### src/rtl/coeff_loader_if.sv
// Handshake bundle shared by the coefficient loader, the register block and the FIR controller.
// The master side is the loader; the slave side is everything around it.
interface coeff_loader_if #(
   parameter int NUM_COEFFS = 4
);
   localparam int CW = $clog2(NUM_COEFFS);

   logic          new_coefficient_set;
   logic          modwait;
   logic          load_coeff;
   logic [CW-1:0] coefficient_num;
   logic          clear_new_coeff;
   logic          busy;
   logic          err;

   modport master (
      input  new_coefficient_set,
      input  modwait,
      output load_coeff,
      output coefficient_num,
      output clear_new_coeff,
      output busy,
      output err
   );

   modport slave (
      output new_coefficient_set,
      output modwait,
      input  load_coeff,
      input  coefficient_num,
      input  clear_new_coeff,
      input  busy,
      input  err
   );
endinterface

### src/rtl/coeff_loader.sv
// Coefficient loader: walks a pending coefficient set into the FIR controller one entry at a
// time, pulsing load_coeff and waiting for a full modwait rise/fall before the next entry.
// Every output is a flop, so nothing on the output side depends combinationally on an input.
module coeff_loader #(
   parameter int NUM_COEFFS = 4,
   parameter int TIMEOUT    = 16
) (
   input  logic           clk,
   input  logic           rst,
   coeff_loader_if.master bus
);
   localparam int CW = $clog2(NUM_COEFFS);
   localparam int TW = $clog2(TIMEOUT + 1);

   localparam logic [CW-1:0] LAST_IDX   = CW'(NUM_COEFFS - 1);
   localparam logic [TW-1:0] TCNT_LIMIT = TW'(TIMEOUT - 1);

   typedef enum logic [2:0] {
      S_IDLE,
      S_LOAD,
      S_WAIT_HI,
      S_WAIT_LO,
      S_DONE,
      S_ERR
   } state_t;

   state_t        state_q, state_d;
   logic [CW-1:0] idx_q, idx_d;
   logic [TW-1:0] tcnt_q, tcnt_d;

   logic load_coeff_q, load_coeff_d;
   logic clear_new_coeff_q, clear_new_coeff_d;
   logic busy_q, busy_d;
   logic err_q, err_d;

   // Next-state logic: sequencing, index advance and the per-edge handshake timeout.
   always_comb begin
      state_d = state_q;
      idx_d   = idx_q;
      tcnt_d  = tcnt_q;

      unique case (state_q)
         S_IDLE: begin
            // A busy controller defers the start; the request simply waits.
            if (bus.new_coefficient_set && !bus.modwait) begin
               idx_d   = '0;
               state_d = S_LOAD;
            end
         end

         S_LOAD: begin
            tcnt_d  = '0;
            state_d = S_WAIT_HI;
         end

         S_WAIT_HI: begin
            if (bus.modwait) begin
               tcnt_d  = '0;
               state_d = S_WAIT_LO;
            end else if (tcnt_q == TCNT_LIMIT) begin
               state_d = S_ERR;
            end else begin
               tcnt_d = tcnt_q + 1'b1;
            end
         end

         S_WAIT_LO: begin
            if (!bus.modwait) begin
               if (idx_q == LAST_IDX) begin
                  state_d = S_DONE;
               end else begin
                  idx_d   = idx_q + 1'b1;
                  state_d = S_LOAD;
               end
            end else if (tcnt_q == TCNT_LIMIT) begin
               state_d = S_ERR;
            end else begin
               tcnt_d = tcnt_q + 1'b1;
            end
         end

         S_DONE: begin
            state_d = S_IDLE;
         end

         S_ERR: begin
            // The pending flag is left alone so the whole set is retried from entry 0.
            state_d = S_IDLE;
         end

         default: begin
            state_d = S_IDLE;
         end
      endcase
   end

   // Output decode from the next state, so the registered outputs track the registered state.
   always_comb begin
      load_coeff_d      = (state_d == S_LOAD);
      clear_new_coeff_d = (state_d == S_DONE);
      err_d             = (state_d == S_ERR);
      busy_d            = (state_d != S_IDLE);
   end

   // State, counters and output flops; reset returns everything to an idle, quiet loader.
   always_ff @(posedge clk) begin
      if (rst) begin
         state_q           <= S_IDLE;
         idx_q             <= '0;
         tcnt_q            <= '0;
         load_coeff_q      <= 1'b0;
         clear_new_coeff_q <= 1'b0;
         busy_q            <= 1'b0;
         err_q             <= 1'b0;
      end else begin
         state_q           <= state_d;
         idx_q             <= idx_d;
         tcnt_q            <= tcnt_d;
         load_coeff_q      <= load_coeff_d;
         clear_new_coeff_q <= clear_new_coeff_d;
         busy_q            <= busy_d;
         err_q             <= err_d;
      end
   end

   assign bus.load_coeff      = load_coeff_q;
   assign bus.coefficient_num = idx_q;
   assign bus.clear_new_coeff = clear_new_coeff_q;
   assign bus.busy            = busy_q;
   assign bus.err             = err_q;

   // Two loads always have at least a WAIT_HI and a WAIT_LO cycle between them.
   a_load_spacing: assert property (@(posedge clk) disable iff (rst)
      load_coeff_q |=> !load_coeff_q ##1 !load_coeff_q);

   // Load, completion and error pulses belong to different states and never overlap.
   a_pulses_exclusive: assert property (@(posedge clk) disable iff (rst)
      $onehot0({load_coeff_q, clear_new_coeff_q, err_q}));

   // Any pulse comes from a non-idle state.
   a_pulse_when_busy: assert property (@(posedge clk) disable iff (rst)
      (load_coeff_q || clear_new_coeff_q || err_q) |-> busy_q);
endmodule

### src/flat_wrapper.sv
// flat-port wrapper written by rule: the top's interface ports become plain ports
module coeff_loader_flat 
#(
   parameter int NUM_COEFFS = 4,
   parameter int TIMEOUT    = 16
)
  (clk, rst, bus_new_coefficient_set, bus_modwait, bus_load_coeff, bus_coefficient_num, bus_clear_new_coeff, bus_busy, bus_err);
  coeff_loader_if #(.NUM_COEFFS(NUM_COEFFS)) bus_i ();
  input  logic clk;
  input  logic rst;
  input wire logic [$bits(bus_i.new_coefficient_set)-1:0] bus_new_coefficient_set;
  input wire logic [$bits(bus_i.modwait)-1:0] bus_modwait;
  output wire logic [$bits(bus_i.load_coeff)-1:0] bus_load_coeff;
  output wire logic [$bits(bus_i.coefficient_num)-1:0] bus_coefficient_num;
  output wire logic [$bits(bus_i.clear_new_coeff)-1:0] bus_clear_new_coeff;
  output wire logic [$bits(bus_i.busy)-1:0] bus_busy;
  output wire logic [$bits(bus_i.err)-1:0] bus_err;
  assign bus_i.new_coefficient_set = bus_new_coefficient_set;
  assign bus_i.modwait = bus_modwait;
  assign bus_load_coeff = bus_i.load_coeff;
  assign bus_coefficient_num = bus_i.coefficient_num;
  assign bus_clear_new_coeff = bus_i.clear_new_coeff;
  assign bus_busy = bus_i.busy;
  assign bus_err = bus_i.err;
  coeff_loader #(.NUM_COEFFS(NUM_COEFFS), .TIMEOUT(TIMEOUT)) u_core (.clk(clk), .rst(rst), .bus(bus_i));
endmodule
### config.mk
export PLATFORM = sky130hd
export DESIGN_NAME = coeff_loader_flat
export DESIGN_NICKNAME = d
export VERILOG_FILES = /design/src/rtl/coeff_loader_if.sv /design/src/rtl/coeff_loader.sv /design/src/flat_wrapper.sv
export SDC_FILE = /design/constraint.sdc
export NUM_CORES = 1
export LEC_CHECK = 0
export CAP_MARGIN = 20
export CORE_MARGIN = 2
export CORE_UTILIZATION = 53
export CTS_CLUSTER_SIZE = 20
export DETAILED_ROUTE_END_ITERATION = 8
export PLACE_DENSITY = 0.85
export REMOVE_ABC_BUFFERS = 1
export SYNTH_ARGS = -nofsm -noshare
export SYNTH_HDL_FRONTEND = slang
export SYNTH_SLANG_ARGS = --single-unit
### constraint.sdc
create_clock -name clk -period 2.3 [get_ports clk]
set_clock_uncertainty 0.15 [all_clocks]
set_input_delay 0.23 -clock clk [delete_from_list [all_inputs] [get_ports clk]]
set_output_delay 0.23 -clock clk [all_outputs]
set_load 0.01 [all_outputs]
==> qor.csv, run 1 <==
metric,value,unit
dieWidth,43.5,um
clock_path_buffers,2,
yosysTopAreaCell,dfxtp_1,
rsz0062_at_grt,no,
synth-seq-cells,14,
ys_seq_area_share,33.9,%
finalHoldViolations,0,
end_kind,flop,
grt_use_total,20.7,%
critical_path_class,flop to flop,
tns,0,ps
mostFrequentLayoutCell,dfxtp_1,
syn_inst,94,
wl_per_cell,14.7,um
synth_top_area_share,33.9,%
cellPowerDensity,563,nW/um2
ys.flop_type,dfxtp_1,
cts_resized,0,
avgSynthCellArea,8.80,um2
maxSlewViolCount,0,
postCtsSetupBuffers,0,
yosys_warnings,0,
critPathLaunchType,flop,
worst_path_max_delay_cell,dfxtp_1,
hold_path.class,flop to flop,
finalPower,0.000538,W
core_area,1490,um2
synth_area,827,um2
max-slew-margin-rel,70.3,%
cp_max_fo,4,
io_buffers,9,
finalWirelength,1760,um
initial_utilization,55.5,%
hpwl,1290,um
grt_pass1_vias,646,
synth-edff-count,0,
vias,766,
synthArstFlopShare,0,%
layout_common_cells,"dfxtp_1 (14), clkdlybuf4s50_1 (9), nor2_1 (7), nor2b_1 (6), nand3_1 (5)",
grt-ovfl-total,0,
dieHeight,43.5,um
dieArea,1890,um2
clkSinkCount,14,
n_antenna_cell,0,
ys_types,43,
drc,0,
worstPathArrival,1890,ps
grt_pass1_wl,2900,um
core.rowCount,14,
ant_nets,0,
dr.pass1.iters,5,
ir_drop,378,uV
clkLatencyLatePin,290,ps
clk_pin_slew,80,ps
setup_viol,0,
period_needed,1880,ps
antenna_found_initial,0,
drt_iter0_drc,34,
holdBufCountCts,0,
syn_to_final_growth,15.6,%
crit_family,compound AO/OA/AOI/OAI gates,
finalCritPeriodShare,81.6,%
status,finished clean,
htreeDepth,1,
grt_max_degree,12,
path_cells,ha_1 -> nor2b_1 -> a2bb2oi_1 -> o31a_1 -> o311ai_2,
critPathBufInv,0,
tightest_slew,442,ps
io_pins,10,
globalplace.congestion,0.860,
cts_tree,yes,
max_freq,533,MHz
worstPathRequired,2310,ps
drive_gt1_share,13.5,%
avgViaCountPerCell,6.38,
slowest_delay,390,ps
synth_area_leaders,"dfxtp_1 (34%), nor2b_1 (4.5%), nor2_1 (3.2%)",
numCtsBuffers,3,
p_leak,0.352,nW
clockRootBuffer,clkbuf_4,
maxCapViolCount,0,
finalNetCount,111,
## stage by stage
step	cell area, um2	setup WS, ps	hold WS (ps)	instances	utilization [%]
after floorplan	795	557	149	89	-
after global placement	920	406	301	116	61.8
after detailed placement	920	346	320	116	61.8
after CTS	956	435	333	120	64.2
after global routing	956	333	354	120	64.2
final	956	422	334	120	64.2
## layer usage
metal  track usage, %  wire length (um)  vias to the layer above
met5                0                 0                        -
met4             12.7                51                        0
met3             3.75               125                        7
met2             29.0               766                       39
met1             29.3               818                      357
li1                 -                 -                      363
## power by group
| group | internal [W] | switching, W |
|---|---|---|
| combinational | 0.0000430 | 0.0000491 |
| sequential | 0.000253 | 0.0000129 |
| clock | 0.0000966 | 0.0000839 |
## cell families (layout without fill, tap and decap cells)
group | Yosys count | count (layout) | share of synthesized area (%)
DFF | 14 | 14 | 33.9
buffers and inverters | 9 | 19 | 5.75
muxes | 1 | 1 | 1.21
and+or+nand+nor | 43 | 43 | 31.8
xor gates and xnor gates | 2 | 2 | 2.12
adders and majority gates | 2 | 2 | 3.03
AOI/OAI and AO/OA | 23 | 23 | 22.2
## worst paths after layout
kind / to / slack [ps] / from / depth (start not counted)
setup / recovery: u_core.bus.coefficient_num[1]$_SDFFE_PP0P_ / 420 / u_core.bus.coefficient_num[0]$_SDFFE_PP0P_ / 5
hold / removal: u_core.tcnt_q[4]$_SDFFE_PP0P_ / 330 / u_core.tcnt_q[4]$_SDFFE_PP0P_ / 2
setup reg to reg: u_core.bus.coefficient_num[1]$_SDFFE_PP0P_ / 420 / u_core.bus.coefficient_num[0]$_SDFFE_PP0P_ / 5
hold reg to reg: u_core.tcnt_q[4]$_SDFFE_PP0P_ / 330 / u_core.tcnt_q[4]$_SDFFE_PP0P_ / 2
## flip-flops by register name (all words and copies together), names as in the netlist
name and count:
u_core.bus.clear_new_coeff 1, u_core.tcnt_q 5, u_core.bus.busy 1, u_core.state_q 3, u_core.bus.load_coeff 1, u_core.bus.err 1, u_core.bus.coefficient_num 2
## tightest hold or removal path, delay by kind of cell, from the launching register on
kind	cells	cell delay, ps
buf+inv	1	60
flops	1	330
compound gates	1	50
## cell type report
cell class	instances	area (um2)
multi-input cells	71	499
inverters	4	15.0
flip-flops and latches	14	280
repair buffers	11	105
fillers	119	533
well taps	16	20.0
clock buffers	4	36.3
## cell usage after synthesis (all sizes together), types with 2 or more instances
| cell | number |
|---|---|
| dfxtp | 14 |
| nor2 | 7 |
| nor2b | 6 |
| o21ai | 6 |
| nand3 | 5 |
| nor3 | 5 |
| buf | 4 |
| inv | 4 |
| a21oi | 3 |
| nand2 | 3 |
| nand4 | 3 |
| nor3b | 3 |
| o311ai | 3 |
| and3 | 2 |
| and3b | 2 |
| ha | 2 |
| nand2b | 2 |
| o211ai | 2 |
Note: power is estimated with default switching activity, not from simulation.
==> run 2: changes to the inputs <==
- clock period: 2.3 -> 1.87 ns (I/O delays scaled with it)
==> run 2 against run 1 <==
Against the previous run: routed wire length down 1.2%; sequential cell count unchanged; combinational power increased by 24%; design area up 1.0%; total power increased by 22%; first-iteration DRC count down 65%; largest power group unchanged; global-route usage is 0.86 points lower; utilization up 0.67 points; register-to-register slack lost 390 ps; non-clock buffer count unchanged.
==> qor.csv, run 2 (synthesis results as in run 1) <==
metric,value,unit
status,finished clean,
cellPowerDensity,680,nW/um2
clkSinkCount,14,
hold_slack,335,ps
io_buffers,9,
clk_pin_slew,90,ps
avgViaCountPerCell,5.98,
hpwl,1260,um
grt_pass1_wl,2770,um
grt_max_degree,12,
dieArea,1890,um2
maxSlewViolCount,0,
vias,717,
grt-ovfl-total,0,
clock_path_buffers,2,
placed_cell_area,920,um2
max-slew-margin-rel,70.1,%
hold_path.class,flop to flop,
layout_common_cells,"dfxtp_1 (13), clkdlybuf4s50_1 (9), nor2_1 (7), nor2b_1 (6), nand3_1 (5)",
io_pins,10,
seqCellArea,282,um2
n_antenna_cell,0,
tightest_slew,445,ps
initial_utilization,55.5,%
top_register,u_core.tcnt_q,
fin_area,966,um2
finalCritPeriodShare,98.2,%
numCtsBuffers,3,
finalPower,0.000657,W
holdBufCountCts,0,
drt_iter0_drc,12,
dieWidth,43.5,um
drive_gt1_share,16.3,%
postCtsSetupBuffers,0,
fin_util,64.9,%
end_kind,flop,
dr.pass1.iters,4,
finalWirelength,1740,um
finalNetCount,111,
drc,0,
max_freq,544,MHz
mostFrequentLayoutCell,dfxtp_1,
cp_max_fo,6,
clockRootBuffer,clkbuf_4,
worstPathArrival,1840,ps
ir_drop,476,uV
clkLatencyLatePin,280,ps
wl_per_cell,14.5,um
dieHeight,43.5,um
globalplace.congestion,0.825,
maxCapViolCount,0,
antenna_found_initial,0,
p_leak,0.350,nW
core.rowCount,14,
grt_pass1_vias,626,
htreeDepth,1,
ant_nets,0,
setup_viol,0,
period_needed,1840,ps
critPathLaunchType,flop,
cts_tree,yes,
multi_input_area,508,um2
fillers,130,
finalHoldViolations,0,
grt_use_total,19.8,%
worstPathRequired,1870,ps
core_area,1490,um2
critical_path_class,flop to flop,
syn_to_final_growth,16.8,%
largest_reg_flops,5,
run 2: cell counts in the layout (fill, tap and decap cells not counted):
No cell type changed its count.
run 2: where the power goes:
| part | total, W | internal [W] | switching (W) |
|---|---|---|---|
| Clock | 0.000215 | 0.000118 | 0.0000970 |
| Sequential | 0.000328 | 0.000311 | 0.0000163 |
| Combinational | 0.000114 | 0.0000540 | 0.0000600 |
| Total | 0.000657 | 0.000484 | 0.000173 |
run 2: repair_timing:
item	in CTS	in global routing
resized for setup	1	2
pin swaps	0	0
setup endpoints to repair	1	4
cloned	0	0
run 2: final cells by class:
cell class	instances	share of cell area, %
clock buffers	4	3.76
inverters	4	1.55
multi-input cells	71	52.6
flip-flops and latches	14	29.1
well taps	16	2.07
repair buffers	11	10.9
run 2: worst paths after layout:
path	slack (ps)	cells past startpoint	end	from
worst min register to register	340	2	u_core.tcnt_q[4]$_SDFFE_PP0P_	u_core.tcnt_q[4]$_SDFFE_PP0P_
worst max-delay path	30	5	u_core.bus.coefficient_num[1]$_SDFFE_PP0P_	u_core.tcnt_q[0]$_SDFFE_PP0P_
worst max register to register	30	5	u_core.bus.coefficient_num[1]$_SDFFE_PP0P_	u_core.tcnt_q[0]$_SDFFE_PP0P_
worst min-delay path	340	2	u_core.tcnt_q[4]$_SDFFE_PP0P_	u_core.tcnt_q[4]$_SDFFE_PP0P_
run 2: routing by layer:
layer  global-route usage (%)  wire length, um
met1                     27.7              871
met2                     28.4              812
met3                     2.92               39
met4                     12.7               17
met5                        0                0
run 2: critical path, cell delays in order, from the launching register on:
cell and delay (ps):
dfxtp_1 390, ha_2 240, nand4b_1 150, o21ai_1 410, and3_4 280, o311ai_2 100
run 2: stage by stage:
step	cells	setup WS, ps	setup TNS [ps]
final	120	32.8	0
after global routing	120	-5.18	-5.18
after CTS	120	22.2	0
after detailed placement	116	-65.9	-118
after global placement	116	19.3	0
after floorplan	89	127	0
